File: src/rtl/div_arbiter.sv
// Round-robin arbiter sharing one SRT mantissa divider between NREQ requesters.
// Zero divisors are answered directly; a hung divider is cut off by a timeout.
module div_arbiter #(
    parameter int unsigned WIDTH   = 24,
    parameter int unsigned NREQ    = 2,
    parameter int unsigned TAGW    = 4,
    parameter int unsigned TIMEOUT = 31
) (
    input  logic                   clk,
    input  logic                   reset,
    input  logic [NREQ-1:0]        req_valid,
    output logic [NREQ-1:0]        req_ready,
    input  logic [NREQ*WIDTH-1:0]  req_divisor,
    input  logic [NREQ*WIDTH-1:0]  req_dividend,
    input  logic [NREQ*TAGW-1:0]   req_tag,
    output logic [NREQ-1:0]        resp_valid,
    input  logic [NREQ-1:0]        resp_ready,
    output logic [WIDTH-1:0]       resp_result,
    output logic [TAGW-1:0]        resp_tag,
    output logic [1:0]             resp_err,
    output logic                   div_start,
    output logic [WIDTH-1:0]       div_divisor,
    output logic [WIDTH-1:0]       div_dividend,
    input  logic [WIDTH-1:0]       div_result,
    input  logic                   div_done,
    output logic                   busy
);

    localparam int unsigned IW      = (NREQ > 1) ? $clog2(NREQ) : 1;
    localparam logic [5:0]  TO_LAST = 6'(TIMEOUT - 1);

    typedef enum logic [1:0] {IDLE, START, WAIT, RESP} state_t;

    state_t            state, state_n;
    logic [IW-1:0]     rr_ptr, gidx, gnt_idx;
    logic              gnt_found;
    logic              accept;
    logic              timeout;
    logic [5:0]        tcnt;
    logic [WIDTH-1:0]  sel_divisor, sel_dividend;
    logic [TAGW-1:0]   sel_tag;

    function automatic logic [IW-1:0] wrap(input logic [31:0] v);
        return IW'(v % NREQ);
    endfunction

    // First valid requester at or after rr_ptr, scanning modulo NREQ
    always_comb begin
        gnt_found = 1'b0;
        gnt_idx   = '0;
        for (int unsigned k = 0; k < NREQ; k++) begin
            if (!gnt_found && req_valid[wrap(32'(rr_ptr) + k)]) begin
                gnt_found = 1'b1;
                gnt_idx   = wrap(32'(rr_ptr) + k);
            end
        end
    end

    assign sel_divisor  = req_divisor[gnt_idx*WIDTH +: WIDTH];
    assign sel_dividend = req_dividend[gnt_idx*WIDTH +: WIDTH];
    assign sel_tag      = req_tag[gnt_idx*TAGW +: TAGW];
    assign accept       = (state == IDLE) && gnt_found && !reset;
    assign timeout      = (tcnt == TO_LAST);
    assign busy         = (state != IDLE);

    always_ff @(posedge clk or posedge reset) begin
        if (reset) state <= IDLE;
        else       state <= state_n;
    end

    // req_ready is masked by reset so every output reads 0 while reset is held
    always_comb begin
        state_n    = state;
        req_ready  = '0;
        resp_valid = '0;
        div_start  = 1'b0;
        case (state)
            IDLE: begin
                if (accept) begin
                    req_ready[gnt_idx] = 1'b1;
                    state_n = (sel_divisor == '0) ? RESP : START;
                end
            end
            START: begin
                div_start = 1'b1;
                state_n   = WAIT;
            end
            WAIT: begin
                if (div_done || timeout) state_n = RESP;
            end
            RESP: begin
                resp_valid[gidx] = 1'b1;
                if (resp_ready[gidx]) state_n = IDLE;
            end
            default: state_n = IDLE;
        endcase
    end

    always_ff @(posedge clk or posedge reset) begin
        if (reset) begin
            rr_ptr       <= '0;
            gidx         <= '0;
            tcnt         <= '0;
            div_divisor  <= '0;
            div_dividend <= '0;
            resp_result  <= '0;
            resp_tag     <= '0;
            resp_err     <= '0;
        end else begin
            case (state)
                IDLE: begin
                    if (accept) begin
                        gidx         <= gnt_idx;
                        div_divisor  <= sel_divisor;
                        div_dividend <= sel_dividend;
                        resp_tag     <= sel_tag;
                        if (sel_divisor == '0) begin
                            resp_result <= '1;
                            resp_err    <= 2'b01;
                        end
                    end
                end
                START: tcnt <= '0;
                WAIT: begin
                    if (div_done) begin
                        resp_result <= div_result;
                        resp_err    <= 2'b00;
                    end else if (timeout) begin
                        resp_result <= '0;
                        resp_err    <= 2'b10;
                    end else begin
                        tcnt <= tcnt + 6'd1;
                    end
                end
                RESP: begin
                    if (resp_ready[gidx]) rr_ptr <= wrap(32'(gidx) + 32'd1);
                end
                default: ;
            endcase
        end
    end

endmodule

File: config.mk
export PLATFORM = sky130hd
export DESIGN_NAME = div_arbiter
export DESIGN_NICKNAME = d
export VERILOG_FILES = /design/src/rtl/div_arbiter.sv
export SDC_FILE = /design/constraint.sdc
export NUM_CORES = 1
export LEC_CHECK = 0
export CORE_MARGIN = 10
export CORE_UTILIZATION = 43
export CTS_CLUSTER_DIAMETER = 60
export CTS_CLUSTER_SIZE = 12
export DETAILED_ROUTE_END_ITERATION = 10
export PLACE_DENSITY = 0.9
export SLEW_MARGIN = 20
export SYNTH_ARGS = -nofsm -noshare
export SYNTH_HDL_FRONTEND = slang
export SYNTH_SLANG_ARGS = --single-unit
File: constraint.sdc
create_clock -name clk -period 9.95 [get_ports clk]
set_input_delay 1.99 -clock clk [delete_from_list [all_inputs] [get_ports clk]]
set_output_delay 1.99 -clock clk [all_outputs]
set_load 0.05 [all_outputs]
==> results.md <==
* Area Growth Syn to Fin at 59.5%
* Clock skew at 0.0124 ns
* Remaining antenna violation count at 0
* GR Util met1 at 0.208
* CTS max path bufs at 2
* Mapped Cells at 377
* Register area share after synthesis at 0.529
* Slew at the pin closest to its max-slew limit at 0.942 ns
* Starting DRT DRC Count at 307
* Clk sinks at 88
* Commonest non-fill, non-tap cells in the layout: 218 x clkdlybuf4s50_1, 88 x dfrtp_1, 56 x nand2_1
* Final hold violation count at 0
* Post-Syn Area at 4160 um^2
* # IOs at 219
* Commonest non-fill, non-tap cell in the layout: clkdlybuf4s50_1
* Critical Path Max Stage Delay at 0.88 ns
* Grt total ovfl at 0
* Port bufs at 218
* Fin cells at 718
* Final nets at 726
* Die ar. at 14000 um^2
* Global-route wire length before repair at 22.6 mm
* Row count at 35
* Final Wtd Congestion at 0.808
* Setup TNS Final at 0 ns
* Fin Hold WS at 0.484 ns
* Worst-path cell chain: clkdlybuf4s50_1 > nor2_1 > or3_4 > a21oi_2 > buf_4 > clkdlybuf4s50_1
* M3 GR Usage at 0.0704
* Area after DPL at 6420 um^2
* Worst setup path category: primary input to output port
* DIE HEIGHT at 118 um
* Worst setup EP type: output port
* Worst Path Required at 7.96 ns
* Period utilization at 0.670
* Pin count of the biggest net entering global routing at 89
* Hold WC Path Type: flop to flop
* Status: completed
* Post-synth EDFFs at 0
* Unrepaired setup endpoints after global routing: no
* CTS Buf Count at 9
* Number of fill cells at 700
* Clk slew on worst S/H paths at 0.09 ns
* Die width at 118 um
* Drt first pass iters at 7
* Max cap viols at 0
* Asr flop ratio synth at 1.00
* Initial Util at 0.446
* DP Cell Count at 703
* Max-slew headroom at 0.371
* GRT met2 Usage at 0.351
* Yosys warns at 0
* Layout cells sized above 1 at 0.0849
* Top_reg_cell synth: dfrtp_1
* Gr busiest metal: met2
* Post-route cell area at 6640 um^2
* Distinct cells, synth at 41
* Drt via density at 5.33
* Dpl hpwl at 11.3 mm
* Vias in the first global route at 4216
* VDD IR max at 0.000225 V
* H-tree depth at 3
* Post-route DRC violation count at 0
* PwrDens at 340 nW/um^2
* Root Driver: clkbuf_8
* # Post-CTS Setup Buffers at 0
* Post-Syn Nets at 518
* CP dominant cell by count: clkdlybuf4s50_1
* Critical-path maximum fanout at 78
* ANT cells at 0
* Clock Latency Late Sink at 0.36 ns
* CTS resizes at 0
* Routed wire length at 14.3 mm
* CP max-delay cell: clkdlybuf4s50_1
* Slew Limit Fails at 0
* CTS tree: done
* Hold buffers post-CTS at 0
* CORE AREA at 9330 um^2
* Startpoint Class: primary input
* GRT Total Usage at 0.200
* Avg Inst Size Synth at 11.0 um^2
* Leakage at 2.92 nW
* Vias at 3829
* Seq cells post-synth at 88
* Final setup viols at 0
* Wire per inst at 19.9 um
* Initial antenna violation count at 0
* Final min period at 6.67 ns
* Arrival time at the worst endpoint at 4.68 ns
* Max Freq at 0.150 GHz
==> report_power, final <==
group | internal [mW] | switching [mW] | total (mW)
combinational | 0.487 | 0.868 | 1.36
clock | 0.141 | 0.129 | 0.270
sequential | 0.522 | 0.112 | 0.634
total | 1.15 | 1.11 | 2.26
==> cells by family after synthesis <==
| family | count (synthesis) | share of synthesized area |
|---|---|---|
| flip-flops | 88 | 0.529 |
| multiplexers | 26 | 0.0628 |
| XOR/XNOR | 4 | 0.00841 |
| buffers and inverters | 61 | 0.0631 |
| AND/OR/NAND/NOR | 97 | 0.108 |
| adder cells (fa/ha/maj) | 6 | 0.0180 |
| AO/OA/AOI/OAI | 95 | 0.211 |
==> per-stage QoR <==
stage                     power (mW)   util  worst slack (ns)
after global placement          1.96  0.688              2.93
after floorplan                 1.50      -              3.07
after detailed placement        2.00  0.688              2.91
after global routing            2.36  0.712              3.16
final                           2.26  0.712              3.28
after CTS                       2.28  0.711              2.89
==> final cells by class <==
type                            instances  area, um^2  share of cell area
Timing Repair Buffer                  222        2220               0.334
Sequential cell                        88        2200               0.332
Multi-Input combinational cell        228        1710               0.257
Tap cell                              129         161              0.0243
Inverter                               36         136              0.0205
Clock buffer                            9         124              0.0186
Clock inverter                          6        92.6              0.0139
==> registers in the layout, indices dropped and copies added (netlist names) <==
name,cells
gidx,1
tcnt,6
resp_result,24
resp_err,2
resp_tag,4
div_dividend,24
state,2
rr_ptr,1
div_divisor,24
==> worst max-delay path: cells and delay by family <==
family	cells	cell delay, ns
buffers and inverters	3	1.75
and+or+nand+nor	2	0.70
AOI/OAI and AO/OA	1	0.21
==> synthesized netlist by cell type (2+ instances only) <==
master / number / share of area
nor2b_1: 2 / 0.0030
a21oi_1: 3 / 0.0036
nor4_1: 9 / 0.014
ha_1: 6 / 0.018
buf_6: 4 / 0.011
xor2_1: 3 / 0.0063
inv_1: 35 / 0.032
o21ai_0: 30 / 0.036
dfrtp_1: 88 / 0.53
nand2_1: 56 / 0.050
a21o_1: 2 / 0.0036
and2_1: 2 / 0.0030
nor3_1: 3 / 0.0036
mux2i_1: 25 / 0.060
nand4_1: 6 / 0.0090
nor2_1: 9 / 0.0081
buf_1: 3 / 0.0027
a2bb2oi_1: 5 / 0.011
buf_2: 3 / 0.0036
nand3_1: 2 / 0.0024
nand2b_1: 2 / 0.0030
a222oi_1: 28 / 0.067
a2bb2oi_2: 19 / 0.069
clkbuf_1: 15 / 0.014
==> layer usage <==
metal	part of all wire	wire length, um
met1	0.36	5180
met2	0.51	7360
met5	0	0
met3	0.082	1170
met4	0.042	599
==> path summary, 6_finish.rpt <==
kind / slack [ns] / endpoint / start / cells after the start
worst max register to register: 7.08 / resp_result[10] / rr_ptr / 6
worst min-delay path: 0.48 / div_divisor[21] / div_divisor[21] / 2
worst max-delay path: 3.28 / req_ready[0] / req_valid[1] / 6
max in group asynchronous: 7.19 / state[1] / reset / 3
worst min register to register: 0.48 / div_divisor[21] / div_divisor[21] / 2
min in group asynchronous: 2.22 / state[0] / reset / 3
No activity file was read; power rests on OpenSTA's default activity.
